==> config.mk <==
export PLATFORM = sky130hd
export DESIGN_NAME = i2s_tx
export DESIGN_NICKNAME = d
export VERILOG_FILES = /design/src/rtl/i2s_tx.sv
export SDC_FILE = /design/constraint.sdc
export NUM_CORES = 1
export LEC_CHECK = 0
export CORE_ASPECT_RATIO = 1.4
export CORE_UTILIZATION = 55
export DETAILED_ROUTE_END_ITERATION = 16
export PLACE_DENSITY = 0.79
export SYNTH_ARGS = -nofsm -noshare
export SYNTH_HDL_FRONTEND = slang
export SYNTH_SLANG_ARGS = --single-unit
==> constraint.sdc <==
create_clock -name clk -period 2.8 [get_ports clk]
set_clock_uncertainty 0.15 [all_clocks]
set_input_delay 0.42 -clock clk [delete_from_list [all_inputs] [get_ports clk]]
set_output_delay 0.42 -clock clk [all_outputs]
set_load 0.1 [all_outputs]
==> src/rtl/i2s_tx.sv <==
// I2S serial audio transmitter: owns the stereo frame timebase, requests samples with
// sample_strobe and shifts them out MSB-first. Define I2S_TX_LEFT_JUSTIFIED_EN for left-justified framing.
module i2s_tx #(
    parameter int CLK_DIV = 4
) (
    input  logic        clk,
    input  logic        rst_n,
    input  logic        enable,
    input  logic [15:0] left_sample,
    input  logic [15:0] right_sample,
    output logic        sample_strobe,
    output logic        bclk,
    output logic        lrclk,
    output logic        sdata,
    output logic [1:0]  o_dbg_state
);

    localparam int DW = (CLK_DIV > 2) ? $clog2(CLK_DIV) : 1;
    localparam logic [DW-1:0] DIV_MAX = DW'(CLK_DIV - 1);

    typedef enum logic [1:0] {
        S_IDLE  = 2'd0,
        S_RUN   = 2'd1,
        S_DRAIN = 2'd2
    } state_t;

    state_t        r_state;
    state_t        w_state_next;
    logic [DW-1:0] r_div;
    logic [4:0]    r_slot;
    logic [31:0]   r_sh;
    logic [31:0]   r_hold;
    logic          r_bclk;
    logic          r_lrclk;
    logic          r_strobe;

    logic          w_div_wrap;
    logic          w_advance;
    logic          w_boundary;
    logic [4:0]    w_slot_next;
    logic          w_lr_next;

    always_comb begin
        w_div_wrap  = 1'b0;
        w_advance   = 1'b0;
        w_boundary  = 1'b0;
        w_slot_next = r_slot + 5'd1;
        w_lr_next   = 1'b0;
        if (r_state != S_IDLE) begin
            w_div_wrap = (r_div == DIV_MAX);
            // A wrap while bclk is high is the falling toggle, i.e. a slot advance.
            w_advance  = w_div_wrap && r_bclk;
            w_boundary = w_advance && (r_slot == 5'd31);
        end
`ifdef I2S_TX_LEFT_JUSTIFIED_EN
        w_lr_next = (w_slot_next >= 5'd16);
`else
        w_lr_next = (w_slot_next >= 5'd15) && (w_slot_next <= 5'd30);
`endif
    end

    always_comb begin
        w_state_next = r_state;
        case (r_state)
            S_IDLE: begin
                if (enable) w_state_next = S_RUN;
            end
            S_RUN, S_DRAIN: begin
                if (w_boundary)  w_state_next = enable ? S_RUN : S_IDLE;
                else if (enable) w_state_next = S_RUN;
                else             w_state_next = S_DRAIN;
            end
            default: w_state_next = S_IDLE;
        endcase
    end

    always_ff @(posedge clk or negedge rst_n) begin
        if (!rst_n) r_state <= S_IDLE;
        else        r_state <= w_state_next;
    end

    // sdata is taken straight from sh[31], so sh is cleared whenever the line must idle low.
    always_ff @(posedge clk or negedge rst_n) begin
        if (!rst_n) begin
            r_div    <= '0;
            r_slot   <= 5'd0;
            r_sh     <= 32'd0;
            r_bclk   <= 1'b0;
            r_lrclk  <= 1'b0;
            r_strobe <= 1'b0;
        end else begin
            r_strobe <= 1'b0;
            if (r_state == S_IDLE) begin
                r_div   <= '0;
                r_slot  <= 5'd0;
                r_bclk  <= 1'b0;
                r_lrclk <= 1'b0;
                if (enable) begin
                    r_sh     <= r_hold;
                    r_strobe <= 1'b1;
                end else begin
                    r_sh <= 32'd0;
                end
            end else begin
                r_div <= w_div_wrap ? '0 : r_div + 1'b1;
                if (w_div_wrap) r_bclk <= ~r_bclk;
                if (w_advance) begin
                    if (!w_boundary) begin
                        r_slot  <= w_slot_next;
                        r_sh    <= {r_sh[30:0], 1'b0};
                        r_lrclk <= w_lr_next;
                    end else if (enable) begin
                        r_slot   <= 5'd0;
                        r_sh     <= r_hold;
                        r_lrclk  <= 1'b0;
                        r_strobe <= 1'b1;
                    end else begin
                        r_slot  <= 5'd0;
                        r_sh    <= 32'd0;
                        r_lrclk <= 1'b0;
                    end
                end
            end
        end
    end

    // The pair is latched half a frame after the strobe, giving the generator plenty of settle time.
    always_ff @(posedge clk or negedge rst_n) begin
        if (!rst_n) begin
            r_hold <= 32'd0;
        end else if (w_advance && !w_boundary && (w_slot_next == 5'd16)) begin
            r_hold <= {left_sample, right_sample};
        end
    end

    assign sample_strobe = r_strobe;
    assign bclk          = r_bclk;
    assign lrclk         = r_lrclk;
    assign sdata         = r_sh[31];
    assign o_dbg_state   = r_state;

endmodule

==> results.json <==
{
  "crit_chain": "ha_1 > and3_1 > ha_1 > and4bb_1 > nand4_1 > nor2_2 > buf_4 > mux2_2",
  "fmax_ghz": 0.398,
  "clock-sinks": 76,
  "rsz0062_at_grt": "no",
  "avgRoutedWirePerCell_um": 15.3,
  "synth_cells": 257,
  "coreArea_mm2": 0.00557,
  "finalSetupTns_ps": 0,
  "hold_viol": 0,
  "maxCapViolations": 0,
  "slew_headroom_pct": 56.3,
  "dp_hpwl_um": 3780,
  "diodes": 0,
  "grt_max_degree": 50,
  "cts_setup_buffers": 0,
  "firstDrtPassIters": 7,
  "synth_ff_type": "dfrtp_1",
  "grt.met2_usage_pct": 33.4,
  "cts-buffers-inserted": 9,
  "reg2reg_from": "r_slot[1]",
  "synth.avg_cell_area_um2": 12.6,
  "grt_use_total_pct": 21.7,
  "synth.distinct_cells": 32,
  "worstHoldStart": "r_div[0]",
  "clockRootBuffer": "clkbuf_8",
  "synth_common_cells": "dfrtp_1 (76), inv_1 (30), mux2_1 (30), a222oi_1 (25), nand2_1 (13)",
  "cp_slowest_cell": "dfrtp_1",
  "rows": 32,
  "drv_slew": 0,
  "hold_path_end": "r_div[0]",
  "grt.overflow.total": 0,
  "min_path_type": "register to register",
  "worst_pin_slew_ps": 656,
  "met1_usage_pct": 27.7,
  "layout.cells.non_filler": 374,
  "path_class": "register to register",
  "grt_pass1_wl_um": 9960,
  "ys_seq_area_share_pct": 58.9,
  "antenna_found_initial": 0,
  "p_leak_nw": 2.11,
  "fin_nets": 345,
  "area_growth_pct": 21.3,
  "hold_path_depth": 1,
  "outcome": "finished clean",
  "io_pins": 41,
  "initial_core_util_pct": 58.0,
  "path_max_fanout": 18,
  "use_met3_pct": 7.64,
  "critPathArrivalTime_ps": 2590,
  "dieArea_mm2": 0.00618,
  "grt_pass1_vias": 2175,
  "cts_tree": "done",
  "fin_crit_sh_pct": 89.8,
  "final_antenna_net_count": 0,
  "synthTopCellsByArea": "dfrtp_1 (59%), mux2_1 (10%), a222oi_1 (7.8%)",
  "insertion_delay_ps": 340,
  "syn-num-nets": 300,
  "top_usage_layer": "met2",
  "critPathMostFrequentCell": "ha_1",
  "crit_family": "simple AND/OR/NAND/NOR gates",
  "path_buf_inv": 1,
  "synth.most_common_cell": "dfrtp_1",
  "path_clk_slew_ps": 70,
  "port_buffers": 40,
  "netlist.area_leader.share_pct": 58.9,
  "cts.path.max_buffers": 2,
  "vias_per_cell": 5.80,
  "htree_levels": 3,
  "die_h_um": 92.6,
  "setup_viol": 0,
  "route.detailed.drc": 0,
  "netlist_area_mm2": 0.00323,
  "rr_endpoint": "r_hold[0]",
  "vdd_drop_max_mv": 0.451,
  "fin_crit_ps": 2510,
  "fp.dieW_um": 66.7,
  "synth-edff-count": 0,
  "required_ps": 2880,
  "worstSetupStartpointType": "register",
  "max_stage_delay_ps": 450,
  "drive_gt1_share_pct": 11.8,
  "end_kind": "register",
  "drtIter0Drc": 236,
  "synth_top_cell_by_area": "dfrtp_1",
  "yosys_warnings": 0,
  "synthArstFlopShare_pct": 100,
  "dp.cells": 358,
  "ys_ff_latch": 76,
  "gp_congestion": 0.747,
  "routed_wl_um": 5720,
  "powerDensity_mw_per_mm2": 688,
  "worst_r2r_path_depth": 8,
  "vias": 2170,
  "ff2ff_setup_slack_ps": 290
}
-- layout make-up --
type                    instances  area [um2]
fillers                       401        1650
repair buffers                 50         470
clock inverters                 4        73.8
flip-flops and latches         76        1900
inverters                      30         113
well taps                      68        85.1
clock buffers                  11         141
multi-input cells             135        1130
-- metrics by stage --
stage               instance area (um2)  setup slack, ps  utilization (%)  power, mW  hold slack, ps
finish                             3920              286             70.3       2.69             302
CTS                                3910              170             70.3       2.72             312
floorplan                          3230              118                -       1.62           -25.6
global placement                   3690              300             66.3       1.81             271
detailed placement                 3690              201             66.3       1.82             301
global route                       3920              152             70.3       2.83             324
-- worst max path at each step --
stage                      end  depth (start not counted)  slack [ps]      startpoint
finish               r_hold[0]                          8         290       r_slot[1]
global route         r_hold[2]                          8         150       r_slot[1]
CTS                    r_sh[9]                          7         170       r_slot[1]
detailed placement     r_sh[9]                          7         200       r_slot[1]
global placement      r_sh[14]                          7         300       r_slot[1]
floorplan           r_hold[10]                          7         120  o_dbg_state[0]
-- placed cells by master, fill, tap and decap left out, drive strengths merged, types with 6 or more instances in the layout --
master and n:
a222oi 25, o21ai 10, nand2 13, nor2 6
and3 8, buf 16, clkdlybuf4s50 33, inv 30
mux2 32, clkbuf 11, a21oi 8, ha 8
dfrtp 76
-- sequential cells by signal, summed over array words and instances, names as in the netlist --
register and cells:
r_sh 32, lrclk 1, r_div 2, o_dbg_state 2, bclk 1, sample_strobe 1
r_hold 32, r_slot 5
-- per-layer routing --
| metal | share of wire (%) | vias to the layer above |
|---|---|---|
| li1 | - | 1018 |
| met1 | 43 | 1090 |
| met4 | 1.9 | 0 |
| met2 | 51 | 53 |
| met5 | 0 | - |
| met3 | 3.9 | 9 |
-- timing repair --
action | CTS | global route
hold buffers | 1 | 0
endpoints found under the hold margin | 27 | 0
gates resized for setup | 0 | 1
setup endpoints to repair | 0 | 1
-- worst register-to-register path, stage by stage (launching register included) --
cell and delay [ps]:
dfrtp_1 450, ha_1 220, and3_1 180, ha_1 210, and4bb_1 320, nand4_1 130
nor2_2 120, buf_4 270, mux2_2 370
-- kinds of logic (layout without fill, tap and decap cells) --
family	after synthesis	in the layout	synth area share, %
AO/OA/AOI/OAI	52	52	12.9
adder cells (fa/ha/maj)	8	8	3.10
flip-flops	76	76	58.9
multiplexers	33	33	11.5
buffers and inverters	46	95	6.20
XOR/XNOR	4	4	1.09
AND/OR/NAND/NOR	38	38	6.32
-- report_power, final --
group / internal, mW / switching, mW / leakage (nW) / total, mW
logic: 0.175 / 0.455 / 0.943 / 0.631
clock network: 0.522 / 0.373 / 0.109 / 0.895
registers: 1.13 / 0.0325 / 1.06 / 1.17
No activity file was read; power rests on OpenSTA's default activity.
